File: config.mk
export PLATFORM = sky130hd
export DESIGN_NAME = iadc_conv_ctrl
export DESIGN_NICKNAME = d
export VERILOG_FILES = /design/src/rtl/iadc_conv_ctrl.sv
export SDC_FILE = /design/constraint.sdc
export NUM_CORES = 1
export LEC_CHECK = 0
export CAP_MARGIN = 40
export CELL_PAD_IN_SITES_DETAIL_PLACEMENT = 0
export CELL_PAD_IN_SITES_GLOBAL_PLACEMENT = 2
export CORE_ASPECT_RATIO = 1.1
export CORE_MARGIN = 4
export CORE_UTILIZATION = 29
export CTS_CLUSTER_SIZE = 14
export DETAILED_ROUTE_END_ITERATION = 10
export PLACE_DENSITY = 0.74
export SYNTH_ARGS = -nofsm -noshare
export SYNTH_HDL_FRONTEND = slang
export SYNTH_SLANG_ARGS = --single-unit
export TNS_END_PERCENT = 1
File: constraint.sdc
create_clock -name clk -period 2.7 [get_ports clk]
set_clock_uncertainty 0.05 [all_clocks]
set_input_delay 0.54 -clock clk [delete_from_list [all_inputs] [get_ports clk]]
set_output_delay 0.54 -clock clk [all_outputs]
set_load 0.02 [all_outputs]
File: src/rtl/iadc_conv_ctrl.sv
// Conversion sequencer for the incremental ADC: reset, OSR-sample integration, drain, capture.
// Optional `CONT_CONV_EN adds the cont input for back-to-back conversions.
module iadc_conv_ctrl #(
    parameter int OSR           = 512,
    parameter int RST_CYCLES    = 2,
    parameter int SETTLE_CYCLES = 2,
    parameter int DW            = 12
) (
    input  logic          clk,
    input  logic          rst,
    input  logic          start,
    input  logic          abort,
`ifdef CONT_CONV_EN
    input  logic          cont,
`endif
    input  logic [DW-1:0] filt_data,
    output logic          filt_rst_n,
    output logic          mod_rst_n,
    output logic          sample_en,
    output logic          busy,
    output logic          done,
    output logic [DW-1:0] result
);

    localparam int CNT_MAX = (OSR > RST_CYCLES)
                           ? ((OSR > SETTLE_CYCLES) ? OSR : SETTLE_CYCLES)
                           : ((RST_CYCLES > SETTLE_CYCLES) ? RST_CYCLES : SETTLE_CYCLES);
    localparam int CW = $clog2(CNT_MAX);

    typedef enum logic [2:0] {
        S_IDLE,
        S_RST,
        S_INTEG,
        S_SETTLE,
        S_CAPTURE
    } state_t;

    state_t        state;
    logic [CW-1:0] cnt;
`ifdef CONT_CONV_EN
    logic          restart;
`endif

    // NOTE: all state and outputs are updated with non-blocking assignments so every
    // register samples pre-edge values; result is reset too, since a reset must wipe it.
    always_ff @(posedge clk or posedge rst) begin
        if (rst) begin
            state      <= S_IDLE;
            cnt        <= '0;
            filt_rst_n <= 1'b0;
            mod_rst_n  <= 1'b0;
            sample_en  <= 1'b0;
            busy       <= 1'b0;
            done       <= 1'b0;
            result     <= '0;
`ifdef CONT_CONV_EN
            restart    <= 1'b0;
`endif
        end else begin
            done <= 1'b0;
            if (abort && state != S_IDLE) begin
                state      <= S_IDLE;
                cnt        <= '0;
                filt_rst_n <= 1'b0;
                mod_rst_n  <= 1'b0;
                sample_en  <= 1'b0;
                busy       <= 1'b0;
`ifdef CONT_CONV_EN
                restart    <= 1'b0;
`endif
            end else begin
                case (state)
                    S_IDLE: begin
                        if (start) begin
                            state <= S_RST;
                            cnt   <= '0;
                            busy  <= 1'b1;
                        end
                    end
                    S_RST: begin
`ifdef CONT_CONV_EN
                        // A chained conversion spends the done cycle as one extra reset cycle.
                        if (restart) restart <= 1'b0;
                        else
`endif
                        if (int'(cnt) == RST_CYCLES - 1) begin
                            state      <= S_INTEG;
                            cnt        <= '0;
                            filt_rst_n <= 1'b1;
                            mod_rst_n  <= 1'b1;
                            sample_en  <= 1'b1;
                        end else begin
                            cnt <= cnt + 1'b1;
                        end
                    end
                    S_INTEG: begin
                        if (int'(cnt) == OSR - 1) begin
                            cnt       <= '0;
                            mod_rst_n <= 1'b0;
                            sample_en <= 1'b0;
                            state     <= (SETTLE_CYCLES == 0) ? S_CAPTURE : S_SETTLE;
                        end else begin
                            cnt <= cnt + 1'b1;
                        end
                    end
                    S_SETTLE: begin
                        if (int'(cnt) == SETTLE_CYCLES - 1) begin
                            state <= S_CAPTURE;
                            cnt   <= '0;
                        end else begin
                            cnt <= cnt + 1'b1;
                        end
                    end
                    S_CAPTURE: begin
                        result     <= filt_data;
                        done       <= 1'b1;
                        filt_rst_n <= 1'b0;
                        cnt        <= '0;
`ifdef CONT_CONV_EN
                        if (cont) begin
                            state   <= S_RST;
                            restart <= 1'b1;
                        end else begin
                            state <= S_IDLE;
                            busy  <= 1'b0;
                        end
`else
                        state <= S_IDLE;
                        busy  <= 1'b0;
`endif
                    end
                    default: begin
                        state <= S_IDLE;
                        busy  <= 1'b0;
                    end
                endcase
            end
        end
    end

endmodule

==> summary.txt, run 1 <==
Clock Sinks = 28
type of element launching the critical path = flip-flop
Worst-path clk slew = 0.10 ns
initial DRC count = 47
number of antenna violations at the first check in global routing = 0
crit path kind = flip-flop to flip-flop
fraction of final layout cells with drive strength greater than 1 = 19.38%
number of vias in the routed layout = 1067
# Max-Cap Violations = 0
worst hold path depth = 1
n_diodes = 0
pin count of the biggest net entering global routing = 29
post-CTS setup buffers = 0
slowest stage delay, CP = 0.45 ns
share of flip-flops with an asynchronous set or reset = 100.0%
buffer type at the clock tree root = sky130_fd_sc_hd__clkbuf_8
DRC Markers = 0
post-synthesis sequential element count = 28
I/O pins = 33
Max IR drop VDD = 0.3348 mV
source of the worst hold timing path = result[6]$_DFFE_PP0P_
hold worst-path end = result[6]$_DFFE_PP0P_
total die area = 0.006140 mm2
post-detailed-placement half-perimeter wirelength = 2298 um
Placeable Area = 0.004717 mm2
predominant post-synthesis flop cell = sky130_fd_sc_hd__dfrtp_1
actual transition at the worst max-transition pin = 0.5396 ns
number of standard cells after synthesis = 127
number of failing hold endpoints at the final stage = 0
TritonCTS Buffers = 3
final worst setup slack = 0.5150 ns
Hold Crit Class = flip-flop to flip-flop
Placed Cells = 212
drt wl/cell = 14.60 um
count of standard-cell rows = 26
most used cell along the critical path = sky130_fd_sc_hd__ha_1
dominant cells by area after synthesis = sky130_fd_sc_hd__dfrtp_1, sky130_fd_sc_hd__mux2_2, sky130_fd_sc_hd__nand2_1
area of the mapped netlist = 0.001435 mm2
most frequent cell after synthesis = sky130_fd_sc_hd__dfrtp_1
worst max-slew margin expressed relative to the limit = 64.03%
post-layout min period = 2.185 ns
Initial Util = 30.42%
leading area contributor after synthesis = sky130_fd_sc_hd__dfrtp_1
final number of max-transition violations = 0
data arrival time of the critical path = 2.33 ns
number of antenna-violating nets in the routed design = 0
CTS tree = yes
count of flip-flops with a built-in enable after synthesis = 0
maximum clock frequency = 0.4577 GHz
Final nets = 180
hold buffer count at CTS = 0
outcome = finished clean
met3 track demand over resource in global routing = 2.815%
cell area power density = 648.0 mW/mm2
top cells by instance count after synthesis = sky130_fd_sc_hd__dfrtp_1, sky130_fd_sc_hd__nand2_1, sky130_fd_sc_hd__mux2_2, sky130_fd_sc_hd__nor2_1, sky130_fd_sc_hd__o21ai_0
all-layer global routing usage = 11.36%
area fraction of the dominant cell type after synthesis = 48.82%
Clock Path Buffers = 2
Gates resized, CTS repair = 0
WL final = 3153 um
share of the cycle needed by the critical path after routing = 80.93%
Post-Route Hold Slack = 0.4565 ns
met1 usage in global routing = 15.16%
clock insertion delay at the later pin of the skew report = 0.27 ns
number of nets produced by synthesis = 146
unrepaired setup endpoints after global routing = no
worst slack at placement = 0.4177 ns
Vert. Die Dim = 81.78 um
die width = 75.08 um
slowest CP cell = sky130_fd_sc_hd__nor4_4
Setup violations, final = 0
Crit Reg-Reg Startpoint = cnt[0]$_DFFE_PP0P_
setup total negative slack = 0 ns
wire length of the first global-routing pass = 5464 um
routability congestion estimate from global placement = 0.7781
met2 global-route usage = 18.29%
count of synthesis-stage warnings from yosys = 0
type of element capturing the critical path = flip-flop
sequential-to-total area share from yosys stat = 48.82%
count of cell types in the netlist = 40
number of iterations in the first detailed-routing pass = 4
endpoint of the most critical register-to-register path = cnt[3]$_DFFE_PP0P_
area added between synthesis and finish = 30.34%
required time worst endpoint = 2.85 ns
leakage power of the design = 0.7982 nW
via count of the first global-routing pass = 1120
Via-to-Cell Ratio = 4.940
number of buffer cells added on primary ports = 32
critical path fanouts, max = 7
FF-to-FF path depth = 8
post-placement cell area = 0.001815 mm2
H-tree level count = 1
slack of the worst reg-to-reg path = 0.51 ns
cell-by-cell trace of the critical path = ha_1, nand3_1, or2_0, nor2_1, ha_1, nor4_4, nor2_4, o211ai_2
Remaining Overflow, GRT = 0
number of cells in the finished layout apart from fillers = 216
Avg Inst Size Synth = 11.30 um2
most used routing layer = met2
Power, Total = 1.212 mW
final design utilization = 39.66%
post-route cell area = 0.001871 mm2
[power by group]
group / total [mW] / leakage [nW] / switching, mW / internal (mW)
clock: 0.259 / 0.0288 / 0.128 / 0.130
sequential: 0.551 / 0.383 / 0.0736 / 0.478
combinational: 0.402 / 0.386 / 0.216 / 0.187
total: 1.21 / 0.798 / 0.418 / 0.794
[registers in the layout (all words and copies together), names as in the netlist]
name and cells:
result 12, state 3, busy 1, done 1
sample_en 1, cnt 9, filt_rst_n 1
[cell type report]
type	count	area, um2
multi-input combinational	90	690.7
sequential	28	700.7
fill	450	2846
tap	56	70.07
timing repair buffer	35	342.8
clock buffer	4	55.05
inverter	3	11.26
[how the worst max path moves through the flow]
stage	from	end	slack, ns	cells past startpoint
2_1_floorplan	cnt[0]$_DFFE_PP0P_	cnt[3]$_DFFE_PP0P_	0.81	8
3_3_place_gp	abort	result[3]$_DFFE_PP0P_	0.44	5
3_5_place_dp	abort	result[0]$_DFFE_PP0P_	0.42	5
4_1_cts	cnt[0]$_DFFE_PP0P_	cnt[3]$_DFFE_PP0P_	0.47	8
5_1_grt	cnt[0]$_DFFE_PP0P_	cnt[3]$_DFFE_PP0P_	0.38	8
6_report	cnt[0]$_DFFE_PP0P_	cnt[3]$_DFFE_PP0P_	0.51	8
[cell usage in the layout (no fill, tap or decap), drive strengths merged]
| cell type | netlist | final |
|---|---|---|
| o22ai | 1 | 1 |
| nor2 | 9 | 9 |
| inv | 3 | 3 |
| a32o | 1 | 1 |
| dfrtp | 28 | 28 |
| clkbuf | 2 | 4 |
| a22oi | 1 | 1 |
| ha | 3 | 3 |
| nor2b | 2 | 2 |
| or4 | 1 | 1 |
| mux2 | 12 | 12 |
| buf | 4 | 3 |
| a2bb2oi | 1 | 1 |
| nand3 | 3 | 3 |
| or2 | 1 | 1 |
| clkdlybuf4s50 | 0 | 32 |
| nand2 | 16 | 16 |
| nand2b | 3 | 3 |
| nor4 | 2 | 2 |
| o41ai | 1 | 1 |
| a2111oi | 1 | 1 |
| xnor2 | 1 | 1 |
| o31ai | 1 | 1 |
| nor4b | 2 | 2 |
| xor2 | 1 | 1 |
| nand3b | 1 | 1 |
| o21ai | 10 | 10 |
| a21oi | 4 | 4 |
| nor3 | 6 | 6 |
| or3 | 1 | 1 |
| o211ai | 5 | 5 |
[per-layer routing]
metal | wire (um) | vias to the layer above
li1 | - | 519
met1 | 1476 | 519
met2 | 1491 | 25
met3 | 134 | 4
met4 | 49 | 0
met5 | 0 | -
[worst max-delay path, delay by kind of cell (launching register included)]
kind            cells  cell delay [ns]
simple gates        5             0.96
flops               1             0.44
fa+ha+maj           2             0.49
compound gates      1             0.18
[cells by family (layout without fill, tap and decap cells)]
family,after synthesis,in the layout,synth area share (%)
AO/OA/AOI/OAI,26,26,14.47
multiplexers,12,12,9.416
flip-flops,28,28,48.82
AND/OR/NAND/NOR,47,47,20.40
buffers and inverters,9,42,3.051
adder cells (fa/ha/maj),3,3,2.616
XOR/XNOR,2,2,1.221
Power figures use the tool's default switching activity.
==> inputs of run 2 (changes only) <==
Clock period 2.7 ns to 2.25 ns, I/O delays scaled along.
==> summary.txt, run 2 (same netlist as run 1, synthesis figures left out) <==
outcome = finished clean
worst hold path depth = 1 (unchanged)
drt wl/cell = 14.30 um (-2.0%)
post-layout min period = 2.090 ns (-0.09483 ns)
unrepaired setup endpoints after global routing = no
clock insertion delay at the later pin of the skew report = 0.28 ns (about the same)
post-placement cell area = 0.001846 mm2 (+1.7%)
critical path fanouts, max = 7 (unchanged)
cell area power density = 809.1 mW/mm2 (+25%)
initial DRC count = 51 (+8.5%)
Setup violations, final = 0 (unchanged)
crit path kind = flip-flop to flip-flop
worst max-slew margin expressed relative to the limit = 64.72% (+0.69 points)
leakage power of the design = 0.8235 nW (+3.2%)
Clock Path Buffers = 2 (unchanged)
via count of the first global-routing pass = 1181 (+5.4%)
top library cells by usage in the layout, fill and taps aside = sky130_fd_sc_hd__clkdlybuf4s50_1, sky130_fd_sc_hd__dfrtp_1, sky130_fd_sc_hd__nand2_1
data arrival time of the critical path = 2.20 ns (-0.13 ns)
area added between synthesis and finish = 33.74%
number of failing hold endpoints at the final stage = 0 (unchanged)
WL final = 3147 um (-0.19%)
Regs by FF count = result x12, cnt x9, state x3
Final nets = 184 (+2.2%)
number of flip-flops under the largest register name = 12 (unchanged)
all-layer global routing usage = 11.64% (+0.29 points)
Placeable Area = 0.004717 mm2 (unchanged)
DRC Markers = 0 (unchanged)
die width = 75.08 um (unchanged)
Initial Util = 30.42% (unchanged)
actual transition at the worst max-transition pin = 0.5292 ns (-0.01041 ns)
Vert. Die Dim = 81.78 um (unchanged)
number of antenna-violating nets in the routed design = 0 (unchanged)
share of the cycle needed by the critical path after routing = 92.90% (+12 points)
wire length of the first global-routing pass = 5547 um (+1.5%)
post-detailed-placement half-perimeter wirelength = 2312 um (+0.63%)
Worst-path clk slew = 0.10 ns (about the same)
type of element capturing the critical path = flip-flop
FF-to-FF path depth = 9 (+1)
H-tree level count = 1 (unchanged)
TritonCTS Buffers = 3 (unchanged)
worst slack at placement = 0.1510 ns (-0.2667 ns)
total die area = 0.006140 mm2 (unchanged)
CTS tree = yes
required time worst endpoint = 2.36 ns (-0.49 ns)
buffer type at the clock tree root = sky130_fd_sc_hd__clkbuf_8
maximum clock frequency = 0.4784 GHz (+4.5%)
Power, Total = 1.553 mW (+28%)
fraction of final layout cells with drive strength greater than 1 = 21.95% (+2.6 points)
count of standard-cell rows = 26 (unchanged)
most common cell after layout, fill and taps aside = sky130_fd_sc_hd__clkdlybuf4s50_1
pin count of the biggest net entering global routing = 29 (unchanged)
Clock Sinks = 28 (unchanged)
Hold Crit Class = flip-flop to flip-flop
I/O pins = 33 (unchanged)
routability congestion estimate from global placement = 0.8319 (+6.9%)
number of vias in the routed layout = 1088 (+2.0%)
number of iterations in the first detailed-routing pass = 4 (unchanged)
type of element launching the critical path = flip-flop
final worst setup slack = 0.1598 ns (-0.3552 ns)
number of buffer cells added on primary ports = 32 (unchanged)
post-CTS setup buffers = 0 (unchanged)
number of antenna violations at the first check in global routing = 0 (unchanged)
register with the most flip-flops = result
post-route cell area = 0.001919 mm2 (+2.6%)
n_diodes = 0 (unchanged)
setup total negative slack = 0 ns (unchanged)
final number of max-transition violations = 0 (unchanged)
Remaining Overflow, GRT = 0 (unchanged)
# Max-Cap Violations = 0 (unchanged)
Max IR drop VDD = 0.3440 mV (+2.7%)
Via-to-Cell Ratio = 4.945 (+0.11%)
run 2: final cells by class:
| cell class | count | area [um2] |
|---|---|---|
| fill | 435 | 2798 |
| timing repair buffer | 39 | 372.9 |
| multi-input combinational | 90 | 693.2 |
| tap | 56 | 70.07 |
| clock inverter | 1 | 30.03 |
| clock buffer | 3 | 41.29 |
| sequential | 28 | 700.7 |
| inverter | 3 | 11.26 |
run 2: worst max-delay path, cell delays in order, from the launching register on:
cell and delay [ns]:
sky130_fd_sc_hd__dfrtp_1 0.40, sky130_fd_sc_hd__ha_1 0.20, sky130_fd_sc_hd__nand3_1 0.12, sky130_fd_sc_hd__or2_1 0.27
sky130_fd_sc_hd__nor2_1 0.13, sky130_fd_sc_hd__ha_2 0.23, sky130_fd_sc_hd__nor4_4 0.05, sky130_fd_sc_hd__buf_4 0.18
sky130_fd_sc_hd__nor2_4 0.22, sky130_fd_sc_hd__o211ai_2 0.12
run 2: report_power, final:
group          internal, mW  switching [mW]  leakage (nW)
Combinational         0.234           0.261         0.404
Clock                 0.238           0.164        0.0357
Sequential            0.573          0.0818         0.383
run 2: per-stage QoR:
step / instances / hold WS [ns] / util [%]
after detailed placement: 216 / 0.4320 / 39.12
after CTS: 220 / 0.4589 / 40.64
after global placement: 216 / 0.4234 / 39.12
after floorplan: 127 / 0.4502 / -
final: 220 / 0.4564 / 40.69
after global routing: 220 / 0.4778 / 40.69
run 2: per-layer routing:
metal	up-vias	share of wire, %	track usage [%]
met4	0	0.99	3.737
met5	-	0	0
li1	531	-	-
met3	4	4.7	2.938
met1	533	43	13.91
met2	20	52	20.21
run 2: worst paths after layout:
kind | startpoint | endpoint | slack (ns)
max reg2reg | cnt[1]$_DFFE_PP0P_ | cnt[4]$_DFFE_PP0P_ | 0.16
min in group asynchronous | rst | cnt[0]$_DFFE_PP0P_ | 0.48
max | cnt[1]$_DFFE_PP0P_ | cnt[4]$_DFFE_PP0P_ | 0.16
min reg2reg | result[6]$_DFFE_PP0P_ | result[6]$_DFFE_PP0P_ | 0.46
min | result[6]$_DFFE_PP0P_ | result[6]$_DFFE_PP0P_ | 0.46
max in group asynchronous | rst | cnt[8]$_DFFE_PP0P_ | 1.41
run 2: repair_timing:
action                                  in CTS  in global routing
hold buffers                                 0                  0
resized for setup                            0                  3
endpoints found under the setup margin       0                  6
==> inputs of run 3 (changes only) <==
Settings changed: CORE_MARGIN 4 to not set.
==> summary.txt, run 3 (same netlist as run 1, synthesis figures left out) <==
outcome = finished clean
Placeable Area = 0.004684 mm2 (-0.69%)
Initial Util = 30.64% (+0.21 points)
number of flip-flops under the largest register name = 12 (unchanged)
met3 track demand over resource in global routing = 2.778% (-0.16 points)
Gates resized, CTS repair = 0 (unchanged)
setup total negative slack = 0 ns (unchanged)
Hold Crit Class = flip-flop to flip-flop
initial DRC count = 49 (-3.9%)
worst max-slew margin expressed relative to the limit = 66.15% (+1.4 points)
buffer type at the clock tree root = sky130_fd_sc_hd__clkbuf_8
actual transition at the worst max-transition pin = 0.5078 ns (-0.02135 ns)
WL final = 3023 um (-3.9%)
fraction of power consumed by sequential logic = 45.3% (+3.1 points)
CTS tree = yes
pin count of the biggest net entering global routing = 29 (unchanged)
final number of max-transition violations = 0 (unchanged)
worst hold path depth = 1 (unchanged)
all-layer global routing usage = 12.55% (+0.90 points)
endpoint of the most critical register-to-register path = cnt[3]$_DFFE_PP0P_
cell area power density = 775.6 mW/mm2 (-4.1%)
TritonCTS Buffers = 3 (unchanged)
H-tree level count = 1 (unchanged)
number of vias in the routed layout = 1076 (-1.1%)
Crit Reg-Reg Startpoint = cnt[0]$_DFFE_PP0P_
Post-Route Hold Slack = 0.4667 ns (+0.01026 ns)
clock insertion delay at the later pin of the skew report = 0.27 ns (about the same)
leakage power of the design = 0.8081 nW (-1.9%)
number of iterations in the first detailed-routing pass = 4 (unchanged)
wire length of the first global-routing pass = 5368 um (-3.2%)
required time worst endpoint = 2.39 ns (+0.03 ns)
post-layout min period = 2.068 ns (-0.02248 ns)
fraction of final layout cells with drive strength greater than 1 = 20.37% (-1.6 points)
post-CTS setup buffers = 0 (unchanged)
total die area = 0.005235 mm2 (-15%)
FF-to-FF path depth = 8 (-1)
final design utilization = 40.25% (-0.44 points)
Regs by FF count = result x12, cnt x9, state x3
type of element capturing the critical path = flip-flop
DRC Markers = 0 (unchanged)
maximum clock frequency = 0.4836 GHz (+1.1%)
most common cell after layout, fill and taps aside = sky130_fd_sc_hd__clkdlybuf4s50_1
source of the worst hold timing path = result[7]$_DFFE_PP0P_
drt wl/cell = 13.87 um (-3.1%)
n_diodes = 0 (unchanged)
area added between synthesis and finish = 31.39%
met2 global-route usage = 23.19% (+3.0 points)
area taken by multi-input logic gates = 690.7 um2 (-0.36%)
Remaining Overflow, GRT = 0 (unchanged)
Power Internal = 0.9625 mW (-8.0%)
Setup violations, final = 0 (unchanged)
Max IR drop VDD = 0.3274 mV (-4.8%)
crit path kind = flip-flop to flip-flop
routability congestion estimate from global placement = 0.8024 (-3.5%)
fraction of power spent switching nets = 34.19% (+1.5 points)
hold worst-path end = result[7]$_DFFE_PP0P_
switching power = 0.5000 mW (-1.4%)
Clock Sinks = 28 (unchanged)
hold buffer count at CTS = 0 (unchanged)
share of the cycle needed by the critical path after routing = 91.90% (-1.0 points)
top library cells by usage in the layout, fill and taps aside = sky130_fd_sc_hd__clkdlybuf4s50_1, sky130_fd_sc_hd__dfrtp_1, sky130_fd_sc_hd__nand2_1
register with the most flip-flops = result
post-detailed-placement half-perimeter wirelength = 2215 um (-4.2%)
# Max-Cap Violations = 0 (unchanged)
Worst-path clk slew = 0.09 ns (about the same)
number of buffer cells added on primary ports = 32 (unchanged)
unrepaired setup endpoints after global routing = no
I/O pins = 33 (unchanged)
die width = 69.08 um (-8.0%)
Power, Total = 1.462 mW (-5.8%)
Vert. Die Dim = 75.78 um (-7.3%)
number of fill cells = 472 (+8.5%)
critical path fanouts, max = 7 (unchanged)
count of standard-cell rows = 26 (unchanged)
number of antenna violations at the first check in global routing = 0 (unchanged)
post-placement cell area = 0.001831 mm2 (-0.81%)
most used routing layer = met2
number of antenna-violating nets in the routed design = 0 (unchanged)
Combinational Power Share = 33.4% (+1.5 points)
slack of the worst reg-to-reg path = 0.18 ns (+0.02 ns)
Clock Path Buffers = 2 (unchanged)
via count of the first global-routing pass = 1155 (-2.2%)
data arrival time of the critical path = 2.21 ns (about the same)
Storage cell area = 700.7 um2 (unchanged)
Via-to-Cell Ratio = 4.936 (-0.20%)
post-route cell area = 0.001886 mm2 (-1.8%)
part of the power in the clock network = 21.4% (-4.5 points)
met1 usage in global routing = 15.69% (+1.8 points)
type of element launching the critical path = flip-flop
Final nets = 182 (-1.1%)
number of failing hold endpoints at the final stage = 0 (unchanged)
[run 3: routing by layer]
| layer | wire [um] | share of wire [%] |
|---|---|---|
| met1 | 1462 | 48 |
| met2 | 1434 | 47 |
| met3 | 126 | 4.2 |
| met4 | 0 | 0 |
| met5 | 0 | 0 |
[run 3: layout make-up]
type / count / share of cell area (%)
clock buffers: 4 / 2.920
inverters: 3 / 0.5972
multi-input cells: 90 / 36.63
flip-flops and latches: 28 / 37.16
well taps: 56 / 3.716
repair buffers: 37 / 18.98
[run 3: worst max-delay path, stage by stage (launching register included)]
cell,delay (ns)
sky130_fd_sc_hd__dfrtp_1,0.43
sky130_fd_sc_hd__ha_1,0.24
sky130_fd_sc_hd__nand3_1,0.12
sky130_fd_sc_hd__or2_0,0.18
sky130_fd_sc_hd__nor2_1,0.08
sky130_fd_sc_hd__ha_1,0.24
sky130_fd_sc_hd__nor4_4,0.35
sky130_fd_sc_hd__nor2_4,0.12
sky130_fd_sc_hd__o211ai_2,0.19
[run 3: worst max-delay path by stage]
stage | start | cells after the start | end | slack [ns]
6_report | cnt[0]$_DFFE_PP0P_ | 8 | cnt[3]$_DFFE_PP0P_ | 0.18
5_1_grt | cnt[0]$_DFFE_PP0P_ | 8 | cnt[5]$_DFFE_PP0P_ | 0.04
4_1_cts | cnt[0]$_DFFE_PP0P_ | 8 | cnt[3]$_DFFE_PP0P_ | 0.10
3_5_place_dp | cnt[0]$_DFFE_PP0P_ | 8 | cnt[6]$_DFFE_PP0P_ | 0.13
3_3_place_gp | cnt[0]$_DFFE_PP0P_ | 8 | cnt[4]$_DFFE_PP0P_ | 0.21
2_1_floorplan | cnt[0]$_DFFE_PP0P_ | 8 | cnt[3]$_DFFE_PP0P_ | 0.36
[run 3: through the flow]
step	setup slack, ns	cells
finish	0.1823	218
global route	0.03814	218
CTS	0.1010	218
detailed placement	0.1333	214
global placement	0.2093	214
floorplan	0.3594	127
[run 3: power by group through the flow]
stage / clock (mW) / sequential (mW) / combinational [mW]
global placement: 0 / 0.665 / 0.488
finish: 0.313 / 0.662 / 0.488
floorplan: 0 / 0.678 / 0.293
global route: 0.343 / 0.677 / 0.534
detailed placement: 0 / 0.669 / 0.497
CTS: 0.325 / 0.662 / 0.498
